--- src/rtl/taus_ctrl.sv ---
// taus_ctrl: sequencing and arbitration for the three-component 32-bit
// Tausworthe uniform generator. Seeds arrive through a valid/ready handshake,
// are raised to the component minimums, and the generator output is then
// handed out one word per grant to two consumers in round-robin order.
// Optional build macro: TAUS_CTRL_WARMUP_EN adds a WARM state that discards
// WARMUP recurrence steps after every seed load.
module taus_ctrl #(
   parameter int unsigned WARMUP = 16
) (
   input  logic        clk,
   input  logic        rst,
   input  logic        seed_valid,
   output logic        seed_ready,
   input  logic [31:0] seed0,
   input  logic [31:0] seed1,
   input  logic [31:0] seed2,
   input  logic [1:0]  req,
   output logic [1:0]  gnt,
   output logic [31:0] rnd,
   output logic        running
);

   typedef enum logic [1:0] {
      IDLE = 2'd0,
      LOAD = 2'd1,
      WARM = 2'd2,
      RUN  = 2'd3
   } state_t;

   state_t      state_reg;
   logic [31:0] s_reg    [3];
   logic [31:0] s_step   [3];
   logic [31:0] seed_in  [3];
   logic [31:0] seed_fix [3];
   logic [31:0] out_word;
   logic [31:0] rnd_reg;
   logic [1:0]  gnt_reg;
   logic [1:0]  pick;
   logic        rr_reg;
   logic        seed_ready_reg;
   logic        running_reg;
   logic        accept;

`ifdef TAUS_CTRL_WARMUP_EN
   logic [15:0] cnt_reg;
`else
   // WARMUP has no effect in this build; the empty block only keeps the
   // parameter referenced so both builds share one interface.
   if (WARMUP == 0) begin : g_warmup_ignored
   end
`endif

   assign seed_in[0] = seed0;
   assign seed_in[1] = seed1;
   assign seed_in[2] = seed2;

   // Per-component recurrence step and seed correction; the three components
   // differ only in mask, shift amounts and minimum legal seed.
   generate
      for (genvar gi = 0; gi < 3; gi++) begin : g_comp
         localparam logic [31:0] MASK = (gi == 0) ? 32'hFFFF_FFFE :
                                        (gi == 1) ? 32'hFFFF_FFF8 : 32'hFFFF_FFF0;
         localparam int SH_A = (gi == 0) ? 12 : (gi == 1) ? 4  : 17;
         localparam int SH_B = (gi == 0) ? 13 : (gi == 1) ? 2  : 3;
         localparam int SH_C = (gi == 0) ? 19 : (gi == 1) ? 25 : 11;
         localparam logic [31:0] MIN_SEED = (gi == 0) ? 32'd2 :
                                            (gi == 1) ? 32'd8 : 32'd16;

         assign s_step[gi] = ((s_reg[gi] & MASK) << SH_A)
                           ^ (((s_reg[gi] << SH_B) ^ s_reg[gi]) >> SH_C);
         assign seed_fix[gi] = (seed_in[gi] < MIN_SEED) ? (seed_in[gi] | MIN_SEED)
                                                        : seed_in[gi];
      end
   endgenerate

   assign out_word = s_step[0] ^ s_step[1] ^ s_step[2];

   // A seed is taken only when the registered ready is high, so the cycle
   // right after reset release never accepts.
   assign accept = seed_valid & seed_ready_reg;

   // Round-robin choice: rr_reg names the consumer that wins a tie.
   always_comb begin
      pick = 2'b00;
      if (req == 2'b11) begin
         pick = rr_reg ? 2'b10 : 2'b01;
      end else if (req[0]) begin
         pick = 2'b01;
      end else if (req[1]) begin
         pick = 2'b10;
      end
   end

   // Controller FSM with registered grant, uniform, ready and running outputs.
   always_ff @(posedge clk or negedge rst) begin
      if (!rst) begin
         state_reg      <= IDLE;
         for (int k = 0; k < 3; k++) s_reg[k] <= '0;
         rnd_reg        <= '0;
         gnt_reg        <= '0;
         rr_reg         <= 1'b0;
         seed_ready_reg <= 1'b0;
         running_reg    <= 1'b0;
`ifdef TAUS_CTRL_WARMUP_EN
         cnt_reg        <= '0;
`endif
      end else begin
         // Defaults: grants are single-cycle pulses, flags track the state.
         gnt_reg        <= 2'b00;
         seed_ready_reg <= (state_reg == IDLE) || (state_reg == RUN);
         running_reg    <= (state_reg == RUN);
         case (state_reg)
            IDLE: begin
               if (accept) begin
                  for (int k = 0; k < 3; k++) s_reg[k] <= seed_fix[k];
                  state_reg      <= LOAD;
                  seed_ready_reg <= 1'b0;
               end
            end
            LOAD: begin
`ifdef TAUS_CTRL_WARMUP_EN
               cnt_reg        <= 16'(WARMUP);
               state_reg      <= WARM;
               seed_ready_reg <= 1'b0;
`else
               state_reg      <= RUN;
               seed_ready_reg <= 1'b1;
               running_reg    <= 1'b1;
`endif
            end
`ifdef TAUS_CTRL_WARMUP_EN
            WARM: begin
               for (int k = 0; k < 3; k++) s_reg[k] <= s_step[k];
               cnt_reg <= cnt_reg - 16'd1;
               if (cnt_reg <= 16'd1) begin
                  state_reg      <= RUN;
                  seed_ready_reg <= 1'b1;
                  running_reg    <= 1'b1;
               end else begin
                  seed_ready_reg <= 1'b0;
               end
            end
`endif
            RUN: begin
               if (accept) begin
                  // A new seed wins over any request this cycle.
                  for (int k = 0; k < 3; k++) s_reg[k] <= seed_fix[k];
                  state_reg      <= LOAD;
                  seed_ready_reg <= 1'b0;
                  running_reg    <= 1'b0;
               end else if (|req) begin
                  for (int k = 0; k < 3; k++) s_reg[k] <= s_step[k];
                  rnd_reg <= out_word;
                  gnt_reg <= pick;
                  rr_reg  <= pick[0];
               end
            end
            default: begin
               state_reg <= IDLE;
            end
         endcase
      end
   end

   assign seed_ready = seed_ready_reg;
   assign gnt        = gnt_reg;
   assign rnd        = rnd_reg;
   assign running    = running_reg;

endmodule

--- config.mk ---
export PLATFORM = sky130hd
export DESIGN_NAME = taus_ctrl
export DESIGN_NICKNAME = d
export VERILOG_FILES = /design/src/rtl/taus_ctrl.sv
export SDC_FILE = /design/constraint.sdc
export NUM_CORES = 1
export LEC_CHECK = 0
export ABC_AREA = 1
export CORE_ASPECT_RATIO = 2
export CORE_MARGIN = 10
export CORE_UTILIZATION = 40
export DETAILED_ROUTE_END_ITERATION = 6
export DONT_BUFFER_PORTS = 1
export GPL_TIMING_DRIVEN = 0
export PLACE_DENSITY = 0.56
export SLEW_MARGIN = 20
export SYNTH_ARGS = -nofsm -noshare
export SYNTH_HDL_FRONTEND = slang
export SYNTH_SLANG_ARGS = --single-unit
--- constraint.sdc ---
create_clock -name clk -period 1.7 [get_ports clk]
set_input_delay 0.085 -clock clk [delete_from_list [all_inputs] [get_ports clk]]
set_output_delay 0.085 -clock clk [all_outputs]
set_load 0.05 [all_outputs]
# == Yosys cells after proc, flatten, opt, wreduce, memory -nomap -nowiden ==
# Cells that the tools add are included.
# word_totals
ff_bits,135
inputBits,101
out_inout_bits,36
# classes
eq_ne,6
bitwise,10
mux,20
reduce_logical,7
magnitude_cmp,3
# ops
op,count
96-bit 2-to-1 mux,3
96-bit case mux with 2 select lines,1
32-bit bitwise XOR,5
"32-bit by 2-bit less-than comparator with 1-bit output, second input constant",1
"32-bit by 4-bit less-than comparator with 1-bit output, second input constant",1
"32-bit by 5-bit less-than comparator with 1-bit output, second input constant",1
32-bit by 13-bit bitwise XOR with 32-bit output,1
32-bit by 21-bit bitwise XOR with 32-bit output,1
32-bit by 7-bit bitwise XOR with 32-bit output,1
2-bit 2-to-1 mux,9
3-bit AND reduction,2
5-bit 2-to-1 mux,1
"2-bit equality test, second input constant",2
4-bit 2-to-1 mux,1
1-bit case mux with 2 select lines,2
2-bit case mux with 2 select lines,1
2-bit OR reduction,2
"3-bit by 2-bit != test with 1-bit output, second input constant",1
"2-bit by 1-bit equality test with 1-bit output, second input constant",1
2-bit zero test,1
1-bit 2-to-1 mux,2
"2-bit by 1-bit != test with 1-bit output, second input constant",1
"2-bit != test, second input constant",1
2-bit nonzero test,1
other kinds (3),3

# == Longest topological paths before layout ==
# depth
word_depth,6
mapped_depth,10
mapped_depth_nobuf,9

# == Worst setup path before layout ==
# No wires, ideal clock.
# synth_timing
path_type,register to register
from,register seed_ready_reg (netlist: seed_ready)
to,register s_reg[15] (netlist bit)
setup_slack_ns,0.118
synth_period_minus_slack_ns,1.582
t_arrival_ns,1.466
setup_ns,0.117
path_stages_with_launch,9
t_required_ns,1.583
cell_sequence,dfrtp_1 > nand2_1 > inv_2 > nor2_8 > inv_4 > clkbuf_1 > o21ai_0 > nand2_1 > nand2_1
# synth_between
elab_chain_len,3
# synth_lines
item,line_no,source
from (decl),40,logic seed_ready_reg;
from (signal assigned),110,seed_ready_reg <= (state_reg == IDLE) || (state_reg == RUN);
1-bit AND *,80,assign accept = seed_valid & seed_ready_reg;
"3-bit by 2-bit != test with 1-bit output (no source line), or another cell as far along",n/a,
3-bit AND reduction (no source line) / 96-bit case mux with 2 select lines (equally long branches),n/a,
to (decl),31,logic [31:0] s_reg [3];
# Every way passes the cells marked *; elsewhere a longest branch is shown, timed or not.
# A chain may end at the register's enable or synchronous reset.

# == Worst setup path in the final report ==
# layout_timing
from,register seed_ready_reg (netlist: seed_ready)
to,register s_reg[17] (netlist bit)
# The elaborated chain is that of the path after synthesis.

==> metrics.yaml <==
cp.arrival_ns: 2.05
routabilityCongestion: 0.934
wirelength_um: 30500
fmax_mhz: 576
clock_sinks: 127
first_global_vias: 7427
synth-seq-cells: 127
layout.nets: 1294
n_antenna_cell: 0
synth.avg_cell_area_sq_um: 7.05
largest_reg_flops: 88
initial_core_util_pct: 40.8
yosysSeqAreaShare_pct: 42.5
utilization_pct: 54.9
grt_setup_unrepaired: "yes"
grt_start_max_net_pins: 128
yosysMostFrequentCell: "nand2_1"
synth_cell_type_count: 26
cts_root_buffer: "clkbuf_16"
critPathMaxFanout: 6
ys_warn_count: 0
place_ws_ns: -0.558
slew-limit-headroom_pct: 62.6
ff2ff_path_depth: 11
yosysTopAreaCell: "dfrtp_1"
viasPerCell: 5.20
area_growth_pct: 34.5
period_share_pct: 102
leakagePower_nw: 5.09
num_io_pins: 137
crit_chain: "nand2_2 > inv_4 > nor2_8 > buf_6 > inv_6 > buf_12 > buf_8 > nand2_2 > o21ai_2 > nand2_1 > nand2_1"
grt_first_pass_wirelength_um: 44100
violations: "hold timing, setup timing"
yosys-top-cells-area: "dfrtp_1 43%, nand2_1 24%, xnor2_1 4.9%"
setup_slack_ns: -0.0354
cts_made_buffers: 17
synth_top_area_share_pct: 42.5
track_usage_pct: 24.2
clk_pin_slew_ns: 0.06
cp.required_ns: 2.02
die_h_um: 213
start_kind: "flip-flop"
drcViolationCount: 0
portBuffers: 0
outcome: "complete, but fails checks"
synth_edf_count: 0
maxCapViolations: 0
insertion_delay_ns: 0.43
hold_class: "in -> async"
drtPass1Iterations: 7
post-route-min-period_ns: 1.74
cts_buffer_depth: 2
slowest_delay_ns: 0.52
fin_tns_setup_ns: -0.242
antenna_left: 0
dp_cells: 1277
routedWlPerCell_um: 21.5
whs_ns: -0.649
drive_above_1_share_pct: 16.3
cts_tree: "yes"
timing.rr.end: "s_reg[17]"
multi_input_area_sq_um: 3970
std_cell_rows: 70
endpoint_kind: "flip-flop"
stdcell_count: 1416
final-setup-viol-count: 16
seq_area_sq_um: 3180
core_sq_um: 18300
h-tree-depth: 4
netlist_instances: 1061
grt_remaining_overflow: 0
slew_violations: 0
async_flop_share_pct: 100
place_hpwl_um: 22200
dieArea_sq_um: 24900
first_iter_violations: 608
worst_slew_pin_slew_ns: 0.559
syn-cell-area_sq_um: 7480
r2r_start: "seed_ready"
path_buf_inv: 5
syn-num-nets: 1166
r2r_slack_ns: -0.04
fillCellCount: 1765
critPathTopFamily: "buffers and inverters"
finalHoldViolations: 127
path_class: "reg -> reg"
synth_commonest_cells: "475 x nand2_1, 127 x dfrtp_1, 89 x inv_1"
antenna_found_initial: 0
clock_skew_ns: 0.00654
powerDensity_nw_per_um2: 2620
synthFlopType: "dfrtp_1"
vias: 7358
die_x_um: 117
worst_path_max_delay_cell: "dfrtp_2"
ir_worst_vdd_mv: 0.994
cells in the final DEF, fill, tap and decap left out, types with 13 or more instances in the layout:
master,netlist,final
nor2_1,59,58
nand2_4,1,13
nand3_1,18,18
buf_4,2,17
dlygate4sd3_1,0,88
xnor2_1,42,42
inv_1,89,87
o21ai_0,62,32
xor2_1,35,35
nand2_1,475,428
nand2_2,0,35
clkbuf_16,0,25
dfrtp_1,127,126
o21ai_2,0,30
o21ai_1,66,64
worst register-to-register path: stages, from the launching register on:
cell	delay [ns]
dfrtp_2	0.52
nand2_2	0.14
inv_4	0.06
nor2_8	0.18
buf_6	0.14
inv_6	0.05
buf_12	0.14
buf_8	0.14
nand2_2	0.06
o21ai_2	0.06
nand2_1	0.08
nand2_1	0.06
where the power goes:
part | internal [W] | switching [W] | leakage [nW]
Sequential | 0.00458 | 0.00284 | 1.57
Clock | 0.00228 | 0.00138 | 0.288
Combinational | 0.00609 | 0.00922 | 3.23
Total | 0.0129 | 0.0134 | 5.09
area by class of cell:
class / instances / area share [%]
well taps: 216 / 2.69
inverters: 96 / 3.86
repair buffers: 109 / 11.9
clock buffers: 23 / 4.85
repair inverters: 1 / 0.0498
flip-flops and latches: 127 / 31.6
plain buffers: 49 / 4.68
multi-input cells: 788 / 39.5
clock inverters: 7 / 0.846
through the flow:
step | power [W] | area, sq um
final | 0.0264 | 10100
after global routing | 0.0280 | 10100
after CTS | 0.0237 | 9340
after detailed placement | 0.0193 | 7750
after global placement | 0.0191 | 7750
after floorplan | 0.0153 | 7480
cells by family (layout without fill, tap and decap cells):
kind of cell | count (synthesis) | count (layout) | synth area share, %
XOR/XNOR | 77 | 77 | 9.02
AND/OR/NAND/NOR | 573 | 573 | 30.1
adder cells (fa/ha/maj) | 4 | 4 | 0.669
AO/OA/AOI/OAI | 134 | 134 | 9.05
buffers and inverters | 146 | 285 | 8.65
flip-flops | 127 | 127 | 42.5
how the worst max path moves through the flow:
stage                           from         to  slack, ns  depth (start not counted)
final                     seed_ready  s_reg[17]      -0.04                         11
after floorplan           seed_ready  s_reg[15]       0.12                          8
after CTS                 seed_ready  s_reg[16]      -0.06                         10
after global placement    seed_ready  s_reg[88]      -0.53                          8
after global routing      seed_ready  s_reg[25]      -0.09                         11
after detailed placement  seed_ready  s_reg[88]      -0.56                          8
per-layer routing:
layer  vias to the layer above  share of wire (%)  GRT usage [%]
met5                         -                  0              0
met4                         0                7.6           15.3
met3                        99                5.8           4.00
met2                       305                 52           42.5
met1                      3437                 35           26.0
li1                       3517                  -              -
repair_timing:
item / in CTS / in global routing
cloned: 0 / 9
pin swaps: 2 / 20
endpoints found under the setup margin: 124 / 120
gates resized for setup: 60 / 168
hold endpoints to repair: 215 / 129
hold buffers: 86 / 2
setup buffers: 5 / 8
(Power assumes the default switching activity.)
